==> src/rtl/dkong_video_timing_if.sv <==
// Raster-timing bundle: CPU controls and clock enable in, counters and blank/sync/NMI flags out.
// master = timing generator, slave = tile stage / CPU side.
interface dkong_video_timing_if;
  logic       CLK_EN;
  logic       I_FLIP;
  logic       I_GFX_BANK;
  logic       I_NMI_ACK;
  logic [9:0] O_H_CNT;
  logic [7:0] O_V_CNT;
  logic [7:0] O_VF_CNT;
  logic       O_FLIP;
  logic       O_4H_Q0;
  logic       O_HBLK;
  logic       O_VBLK;
  logic       O_CMPBLK;
  logic       O_HSYNCn;
  logic       O_VSYNCn;
  logic       O_NMI_REQ;

  modport master (
    input  CLK_EN, I_FLIP, I_GFX_BANK, I_NMI_ACK,
    output O_H_CNT, O_V_CNT, O_VF_CNT, O_FLIP, O_4H_Q0, O_HBLK, O_VBLK, O_CMPBLK,
           O_HSYNCn, O_VSYNCn, O_NMI_REQ
  );

  modport slave (
    output CLK_EN, I_FLIP, I_GFX_BANK, I_NMI_ACK,
    input  O_H_CNT, O_V_CNT, O_VF_CNT, O_FLIP, O_4H_Q0, O_HBLK, O_VBLK, O_CMPBLK,
           O_HSYNCn, O_VSYNCn, O_NMI_REQ
  );
endinterface

==> src/rtl/dkong_video_timing.sv <==
// Donkey Kong raster timing: H/V counters, blank and sync flags, frame-latched flip,
// line-latched tile bank and the vblank NMI request.
module dkong_video_timing #(
  parameter logic [9:0] H_START    = 10'h100,
  parameter logic [9:0] H_SYNC_ST  = 10'h140,
  parameter logic [9:0] H_SYNC_END = 10'h180,
  parameter logic [8:0] V_START    = 9'h0F8,
  parameter logic [8:0] V_ACT_ST   = 9'h110,
  parameter logic [8:0] V_ACT_END  = 9'h1F0,
  parameter logic [8:0] V_SYNC_ST  = 9'h1F8
) (
  input logic                  CLK_24M,
  input logic                  I_RST,
  dkong_video_timing_if.master bus
);

  typedef enum logic {StIdle, StPend} nmi_state_e;

  function automatic logic in_hsync(input logic [9:0] h);
    return (h >= H_SYNC_ST) && (h < H_SYNC_END);
  endfunction

  function automatic logic in_active(input logic [8:0] v);
    return (v >= V_ACT_ST) && (v < V_ACT_END);
  endfunction

  function automatic logic in_vsync(input logic [8:0] v);
    return v >= V_SYNC_ST;
  endfunction

  logic [9:0] h_q, h_d;
  logic [8:0] v_q, v_d;
  logic       flip_q, bank_q;
  logic       hblk_q, vblk_q, hsync_n_q, vsync_n_q;
  logic       line_end, frame_start, nmi_set;
  nmi_state_e nmi_q, nmi_d;

  always_comb begin
    line_end = (h_q == 10'h3FF);
    h_d      = line_end ? H_START : h_q + 10'd1;
    v_d      = v_q;
    if (line_end) begin
      v_d = (v_q == 9'h1FF) ? V_START : v_q + 9'd1;
    end
    frame_start = line_end && (v_d == V_START);
    nmi_set     = bus.CLK_EN && line_end && (v_d == V_ACT_END);
  end

  // Flags are decoded from the next count so they land on the same edge as the counters.
  always_ff @(posedge CLK_24M or posedge I_RST) begin
    if (I_RST) begin
      h_q       <= H_START;
      v_q       <= V_START;
      flip_q    <= 1'b0;
      bank_q    <= 1'b0;
      hblk_q    <= ~H_START[9];
      vblk_q    <= ~in_active(V_START);
      hsync_n_q <= ~in_hsync(H_START);
      vsync_n_q <= ~in_vsync(V_START);
    end else if (bus.CLK_EN) begin
      h_q       <= h_d;
      v_q       <= v_d;
      hblk_q    <= ~h_d[9];
      vblk_q    <= ~in_active(v_d);
      hsync_n_q <= ~in_hsync(h_d);
      vsync_n_q <= ~in_vsync(v_d);
      if (line_end) begin
        bank_q <= bus.I_GFX_BANK;
      end
      if (frame_start) begin
        flip_q <= bus.I_FLIP;
      end
    end
  end

  // Ack is honoured every clock; a coincident set wins.
  always_comb begin
    nmi_d = nmi_q;
    unique case (nmi_q)
      StIdle:  if (nmi_set) nmi_d = StPend;
      StPend:  if (bus.I_NMI_ACK && !nmi_set) nmi_d = StIdle;
      default: nmi_d = StIdle;
    endcase
  end

  always_ff @(posedge CLK_24M or posedge I_RST) begin
    if (I_RST) begin
      nmi_q <= StIdle;
    end else begin
      nmi_q <= nmi_d;
    end
  end

  assign bus.O_H_CNT   = h_q;
  assign bus.O_V_CNT   = v_q[7:0];
  assign bus.O_VF_CNT  = v_q[7:0] ^ {8{flip_q}};
  assign bus.O_FLIP    = flip_q;
  assign bus.O_4H_Q0   = bank_q;
  assign bus.O_HBLK    = hblk_q;
  assign bus.O_VBLK    = vblk_q;
  assign bus.O_CMPBLK  = hblk_q | vblk_q;
  assign bus.O_HSYNCn  = hsync_n_q;
  assign bus.O_VSYNCn  = vsync_n_q;
  assign bus.O_NMI_REQ = (nmi_q == StPend);

endmodule

==> src/flat_wrapper.sv <==
// flat-port wrapper written by rule: the top's interface ports become plain ports
module dkong_video_timing_flat 
#(
  parameter logic [9:0] H_START    = 10'h100,
  parameter logic [9:0] H_SYNC_ST  = 10'h140,
  parameter logic [9:0] H_SYNC_END = 10'h180,
  parameter logic [8:0] V_START    = 9'h0F8,
  parameter logic [8:0] V_ACT_ST   = 9'h110,
  parameter logic [8:0] V_ACT_END  = 9'h1F0,
  parameter logic [8:0] V_SYNC_ST  = 9'h1F8
)
  (CLK_24M, I_RST, bus_CLK_EN, bus_I_FLIP, bus_I_GFX_BANK, bus_I_NMI_ACK, bus_O_H_CNT, bus_O_V_CNT, bus_O_VF_CNT, bus_O_FLIP, bus_O_4H_Q0, bus_O_HBLK, bus_O_VBLK, bus_O_CMPBLK, bus_O_HSYNCn, bus_O_VSYNCn, bus_O_NMI_REQ);
  dkong_video_timing_if bus_i ();
  input logic CLK_24M;
  input logic I_RST;
  input wire logic [$bits(bus_i.CLK_EN)-1:0] bus_CLK_EN;
  input wire logic [$bits(bus_i.I_FLIP)-1:0] bus_I_FLIP;
  input wire logic [$bits(bus_i.I_GFX_BANK)-1:0] bus_I_GFX_BANK;
  input wire logic [$bits(bus_i.I_NMI_ACK)-1:0] bus_I_NMI_ACK;
  output wire logic [$bits(bus_i.O_H_CNT)-1:0] bus_O_H_CNT;
  output wire logic [$bits(bus_i.O_V_CNT)-1:0] bus_O_V_CNT;
  output wire logic [$bits(bus_i.O_VF_CNT)-1:0] bus_O_VF_CNT;
  output wire logic [$bits(bus_i.O_FLIP)-1:0] bus_O_FLIP;
  output wire logic [$bits(bus_i.O_4H_Q0)-1:0] bus_O_4H_Q0;
  output wire logic [$bits(bus_i.O_HBLK)-1:0] bus_O_HBLK;
  output wire logic [$bits(bus_i.O_VBLK)-1:0] bus_O_VBLK;
  output wire logic [$bits(bus_i.O_CMPBLK)-1:0] bus_O_CMPBLK;
  output wire logic [$bits(bus_i.O_HSYNCn)-1:0] bus_O_HSYNCn;
  output wire logic [$bits(bus_i.O_VSYNCn)-1:0] bus_O_VSYNCn;
  output wire logic [$bits(bus_i.O_NMI_REQ)-1:0] bus_O_NMI_REQ;
  assign bus_i.CLK_EN = bus_CLK_EN;
  assign bus_i.I_FLIP = bus_I_FLIP;
  assign bus_i.I_GFX_BANK = bus_I_GFX_BANK;
  assign bus_i.I_NMI_ACK = bus_I_NMI_ACK;
  assign bus_O_H_CNT = bus_i.O_H_CNT;
  assign bus_O_V_CNT = bus_i.O_V_CNT;
  assign bus_O_VF_CNT = bus_i.O_VF_CNT;
  assign bus_O_FLIP = bus_i.O_FLIP;
  assign bus_O_4H_Q0 = bus_i.O_4H_Q0;
  assign bus_O_HBLK = bus_i.O_HBLK;
  assign bus_O_VBLK = bus_i.O_VBLK;
  assign bus_O_CMPBLK = bus_i.O_CMPBLK;
  assign bus_O_HSYNCn = bus_i.O_HSYNCn;
  assign bus_O_VSYNCn = bus_i.O_VSYNCn;
  assign bus_O_NMI_REQ = bus_i.O_NMI_REQ;
  dkong_video_timing #(.H_START(H_START), .H_SYNC_ST(H_SYNC_ST), .H_SYNC_END(H_SYNC_END), .V_START(V_START), .V_ACT_ST(V_ACT_ST), .V_ACT_END(V_ACT_END), .V_SYNC_ST(V_SYNC_ST)) u_core (.CLK_24M(CLK_24M), .I_RST(I_RST), .bus(bus_i));
endmodule
==> config.mk <==
export PLATFORM = sky130hd
export DESIGN_NAME = dkong_video_timing_flat
export DESIGN_NICKNAME = d
export VERILOG_FILES = /design/src/rtl/dkong_video_timing_if.sv /design/src/rtl/dkong_video_timing.sv /design/src/flat_wrapper.sv
export SDC_FILE = /design/constraint.sdc
export NUM_CORES = 1
export LEC_CHECK = 0
export ABC_AREA = 1
export ABC_CLOCK_PERIOD_IN_PS = 2300
export BUFFER_PORTS_ARGS = -buffer_cell sky130_fd_sc_hd__buf_2
export CAP_MARGIN = 20
export CORE_ASPECT_RATIO = 1.1
export CORE_MARGIN = 2
export CORE_UTILIZATION = 45
export CTS_CLUSTER_DIAMETER = 200
export DETAILED_ROUTE_END_ITERATION = 6
export GPL_TIMING_DRIVEN = 0
export PLACE_DENSITY = 0.71
export REMOVE_ABC_BUFFERS = 1
export SLEW_MARGIN = 20
export SYNTH_ARGS = -nofsm -noshare
export SYNTH_HDL_FRONTEND = slang
export SYNTH_SLANG_ARGS = --single-unit
==> constraint.sdc <==
create_clock -name CLK_24M -period 2.3 [get_ports CLK_24M]
set_clock_uncertainty 0.2 [all_clocks]
set_input_delay 0.23 -clock CLK_24M [delete_from_list [all_inputs] [get_ports CLK_24M]]
set_output_delay 0.23 -clock CLK_24M [all_outputs]
set_load 0.03 [all_outputs]
== Word-level counts from Yosys, hierarchy flattened ==
Index checks and enable logic that the tools add are counted.

* Input bits: 6
* Word-level logic and storage cells: 42
* Register bits after elaboration: 26

* Bitwise gates (word level): 7
* $lt $le $gt $ge: 5
* Reduce and logical (&&, ||, !) cells: 9
* Mux-type cells: 6
* Equal/unequal tests: 4
* Add/sub/neg operators: 2

{| class="wikitable"
|+ Operators by type and width
! operator !! number
|-
| == test 9 bit, second input constant || 2
|-
| greater-or-equal comparator 9 bit, second input constant || 2
|-
| two-way mux 9 bit || 2
|-
| adder 10 x 1 -> 10 bit, second input constant || 1
|-
| == test 10 bit, second input constant || 1
|-
| greater-or-equal comparator 10 x 9 -> 1 bit, second input constant || 1
|-
| < comparator 10 x 9 -> 1 bit, second input constant || 1
|-
| two-way mux 10 bit || 1
|-
| adder 9 x 1 -> 9 bit, second input constant || 1
|-
| == test 9 x 8 -> 1 bit, second input constant || 1
|-
| < comparator 9 bit, second input constant || 1
|-
| bitwise XOR 8 bit || 1
|-
| logical AND 1 bit || 6
|-
| NOT 1 bit || 5
|-
| AND reduction 2 bit || 2
|-
| two-way mux 1 bit || 2
|-
| case mux 1 bit (2 select lines) || 1
|-
| zero test 1 bit || 1
|-
| OR 1 bit || 1
|}

== Longest topological paths before layout ==
* Depth in word-level cells: 9
* Gate-level depth with buffers: 17
* Mapped depth without buffers: 17

== Worst setup path before layout ==
Ideal clock, no wire load.

* Path kind: reg-to-reg
* Start: register u_core.v_q[1]
* End: register u_core.flip_q, in the netlist u_core.bus.O_FLIP
* Path buffers: 0
* Data arrival time: 1.848 ns
* Stages on the path, launching flop included: 18
* Slack: 0.136 ns
* Period minus slack after synthesis: 2.164 ns
* Cell sequence: dfrtp_1 ha_1 nand2_1 inv_1 nand3_1 nor3_1 ha_1 inv_1 nand3_1 nand2_1 o21ai_1 nand2_1 inv_1 nand2_1 nor2_2 nand2_1 nand2_1 nand2_1

* Longest elaborated chain between the ends: 6
* Elaborated cells between the ends (all ways): 7
* Classes of those cells: add/sub (1); eq/ne (2); mux (2); reduce/logical (2)

{| class="wikitable"
|+ RTL lines
! element !! line !! source
|-
| from (decl) || dkong_video_timing.sv:32 || <nowiki>logic [8:0] v_q, v_d;</nowiki>
|-
| from (signal assigned) || dkong_video_timing.sv:62 || <nowiki>v_q <= v_d;</nowiki>
|-
| adder 9 x 1 -> 9 bit or == test 9 bit (tied branches) || dkong_video_timing.sv:43 || <nowiki>v_d = (v_q == 9'h1FF) ? V_START : v_q + 9'd1;</nowiki>
|-
| two-way mux 9 bit || dkong_video_timing.sv:43 ||
|-
| two-way mux 9 bit * || dkong_video_timing.sv:42 || <nowiki>if (line_end) begin</nowiki>
|-
| == test 9 x 8 -> 1 bit * || dkong_video_timing.sv:45 || <nowiki>frame_start = line_end && (v_d == V_START);</nowiki>
|-
| logical AND 1 bit * || dkong_video_timing.sv:45 ||
|-
| AND reduction 2 bit (no source line) * || -- ||
|-
| to (signal assigned) || dkong_video_timing.sv:71 || <nowiki>flip_q <= bus.I_FLIP;</nowiki>
|-
| to (decl) || dkong_video_timing.sv:33 || <nowiki>logic flip_q, bank_q;</nowiki>
|}

Every way passes the cells marked *; elsewhere a longest branch is shown, timed or not.
A chain may end at the register's enable or synchronous reset.

== Final worst setup path ==
* Start: register u_core.v_q[1]
* End: register u_core.vblk_q, in the netlist u_core.bus.O_VBLK

* Longest elaborated chain between the ends: 6
* Elaborated cells between the ends (all ways): 8
* Classes of those cells: add/sub (1); order compare (2); eq/ne (1); mux (2); bitwise (1); reduce/logical (1)

{| class="wikitable"
|+ RTL lines
! element !! line !! source
|-
| adder 9 x 1 -> 9 bit or == test 9 bit (tied branches) || dkong_video_timing.sv:43 ||
|-
| two-way mux 9 bit || dkong_video_timing.sv:43 ||
|-
| two-way mux 9 bit * || dkong_video_timing.sv:42 ||
|-
| greater-or-equal comparator 9 bit or < comparator 9 bit (tied branches) || dkong_video_timing.sv:24 || <nowiki>return (v >= V_ACT_ST) && (v < V_ACT_END);</nowiki>
|-
| logical AND 1 bit * || dkong_video_timing.sv:24 ||
|-
| NOT 1 bit * || dkong_video_timing.sv:64 || <nowiki>vblk_q <= ~in_active(v_d);</nowiki>
|-
| to (signal assigned) || dkong_video_timing.sv:57 || <nowiki>vblk_q <= ~in_active(V_START);</nowiki>
|-
| to (signal assigned) || dkong_video_timing.sv:64 ||
|-
| to (decl) || dkong_video_timing.sv:34 || <nowiki>logic hblk_q, vblk_q, hsync_n_q, vsync_n_q;</nowiki>
|}

Marks and branches as above.

==> impl_metrics.csv <==
group,metric,value,unit
detailed_routing,firstDrtPassIters,4,
clocking,cts_sinks,26,
clocking,path_clk_slew,0.09,ns
logic_synthesis,synthSimpleGateAreaFrac,0.3164,
clocking,max-clock-path-buffers,2,
pwr,p_leak,1.043,nW
timing,tightest_slew,0.5213,ns
grt,grt_pass1_vias,1386,
floorplanning,die_w,62.68,um
finish,utilization,0.5825,
hold_path,hold_path_class,"in2reg",
timing,fin_setup_tns,0,ns
pwr,power_density,799.3,nW/um^2
critical_path,worstPathArrival,2.19,ns
finish,finalNetCount,281,
logic_synthesis,synth_area_leader_cell,"dfrtp_1",
logic_synthesis,synth_xor_area_frac,0.06167,
detailed_routing,drt_iter0_drc,54,
detailed_routing,num_vias,1555,
logic_synthesis,synth_compound_area_frac,0.09398,
grt,grt_usage,0.1748,
critical_path,cp-start-kind,"flop",
timing,slew_viol_final,0,
detailed_routing,route.detailed.vias_per_inst,4.859,
finish,multiInputGateArea,899.6,sq um
place,hpwl,2451,um
critical_path,worst-path-max-fanout,8,
floorplanning,core,3626,sq um
timing,max_clock_freq,460.5,MHz
critical_path,critical_path_class,"reg2reg",
floorplanning,io_pins,40,
clocking,cts_inserted_buffers,3,
finish,syn_to_final_growth,23.94,%
floorplanning,die_height,68.54,um
timing,max-slew-margin-rel,0.6503,
timing,finalSetupViolations,0,
logic_synthesis,synth_top_area_share,0.2349,
logic_synthesis,synth_top_family_by_area,"simple AND/OR/NAND/NOR gates",
floorplanning,num_rows,23,
logic_synthesis,ys_seq_area_frac,0.3891,
grt,grt_pass1_wl,5961,um
finish,final_cell_mix,"59 x nand2_1, 39 x buf_2, 20 x nor2_1",
timing,rsz0062_at_grt,"yes",
logic_synthesis,synthAdderAreaFrac,0.02937,
place,numPortBuffers,39,
floorplanning,initial_core_util,0.4700,
finish,insertedDiodeCount,0,
place,gp_congestion,0.8463,
logic_synthesis,yosysWarnings,0,
detailed_routing,routed_wl,3579,um
floorplanning,die_area,4296,sq um
critical_path,cp_data_required_time,2.32,ns
detailed_routing,drc,0,
grt,grt_max_degree,27,
clocking,clockRootBuffer,"clkbuf_8",
place,dp_slack,-0.2116,ns
grt,overflow,0,
logic_synthesis,syn_area_per_cell,7.574,sq um
clocking,htree_levels,1,
timing,min_period,2.172,ns
logic_synthesis,ys_ff_latch,26,
timing,fin_crit_sh,0.9442,
job,cap_violations,0,
logic_synthesis,ys_types,35,
finish,final_common_cell,"nand2_1",
logic_synthesis,muxShareOfSynthArea,0,
critical_path,cp-end-kind,"flop",
pwr,irDropWorstVdd,0.5306,mV
run_status,status,"finished, final reports clean",
logic_synthesis,synthCells,225,
grt,antenna_found_initial,0,
detailed_routing,wl_per_cell,11.18,um
finish,drive_gt1_frac,0.3593,
clocking,worstSkewPairLatency,0.27,ns
clocking,cts_tree,"yes",
detailed_routing,ant_nets,0,
finish,regArea,665.6,sq um
timing,hold_violations,0,
finish,fill_cells,360,
timing,finalWorstSetupSlack,0.1284,ns
logic_synthesis,synth.area.top_cells,"dfrtp_1 23%, dfstp_2 15%, nand2_1 13%",
logic_synthesis,synthesis.area,1704,sq um
-- flip-flops by register name (all words and copies together), names as in the netlist --
name / count
u_core.bus.O_HSYNCn: 1
u_core.bus.O_VSYNCn: 1
u_core.v_q: 9
u_core.bus.O_FLIP: 1
u_core.bus.O_NMI_REQ: 1
u_core.bus.O_4H_Q0: 1
u_core.bus.O_H_CNT: 10
u_core.bus.O_VBLK: 1
u_core.bus.O_HBLK: 1
-- cells by family (layout without fill, tap and decap cells) --
kind of cell    Yosys count  in the layout
fa+ha+maj                 4              4
xor+xnor                 12             12
flops                    26             26
simple gates            117            117
compound gates           28             28
buf+inv                  38             83
-- final timing paths --
kind	from	end	slack (ns)	depth (start not counted)
max in group asynchronous	I_RST	u_core.v_q[3]	1.09	4
hold reg to reg	u_core.bus.O_HBLK	u_core.bus.O_HBLK	0.28	2
hold / removal	bus_CLK_EN	u_core.bus.O_VBLK	0.12	3
min in group asynchronous	I_RST	u_core.bus.O_FLIP	0.30	3
setup / recovery	u_core.v_q[1]	u_core.bus.O_VBLK	0.13	16
setup reg to reg	u_core.v_q[1]	u_core.bus.O_VBLK	0.13	16
-- report_power, final --
part	internal (mW)	switching [mW]	leakage, nW
logic	0.236	0.488	0.729
registers	0.578	0.119	0.292
clock network	0.124	0.143	0.0228
-- cell usage after synthesis, drive strengths merged --
library cell / number
o21a: 1
clkinv: 2
a21o: 1
xnor2: 3
dfrtp: 16
ha: 4
o21ai: 18
nand4: 2
nand2: 65
dfstp: 10
buf: 11
o22ai: 1
a21oi: 5
nor3: 1
clkbuf: 3
or2: 1
o21bai: 1
a41oi: 1
nor2: 29
nand3b: 1
xor2: 9
inv: 22
nand3: 18
-- final cells by class --
class / count / share of cell area
Clock buffer: 4 / 0.02133
Inverter: 24 / 0.04443
Multi-Input combinational cell: 161 / 0.4259
Sequential cell: 26 / 0.3152
Tap cell: 50 / 0.02962
Timing Repair Buffer: 55 / 0.1635
-- per-stage QoR --
step	power [mW]	cells	hold WS [ns]	instance area [sq um]
2_1_floorplan	1.201	211	0.06261	1609
3_3_place_gp	1.376	300	0.2317	1867
3_5_place_dp	1.390	300	0.2347	1867
4_1_cts	1.675	314	0.01581	2016
5_1_grt	1.806	320	0.1449	2112
6_report	1.688	320	0.1231	2112
-- timing repair --
action | CTS | global route
cloned | 0 | 0
buffers inserted | 7 | 4
pin swaps | 4 | 5
endpoints found under the setup margin | 4 | 5
hold buffers | 3 | 1
hold endpoints to repair | 3 | 4
resized for setup | 9 | 8
-- worst max-delay path, cell delays in order, from the launching register on --
cell     delay, ns
dfrtp_1       0.37
ha_2          0.22
nand2_1       0.07
inv_2         0.08
nand3_4       0.07
nor3_4        0.13
ha_2          0.21
inv_4         0.06
nand3_2       0.07
nor2_2        0.04
nor2_2        0.15
nand2_2       0.09
nor2_4        0.10
nand2_2       0.07
nand2_1       0.06
nand2_1       0.04
nand2_1       0.07
-- metal layers --
metal / GRT usage / wire length [um] / vias up
li1: - / - / 791
met1: 0.2012 / 1656 / 732
met2: 0.3347 / 1751 / 28
met3: 0.01948 / 120 / 4
met4: 0.07778 / 50 / 0
met5: 0 / 0 / -
No activity file was read; power rests on OpenSTA's default activity.
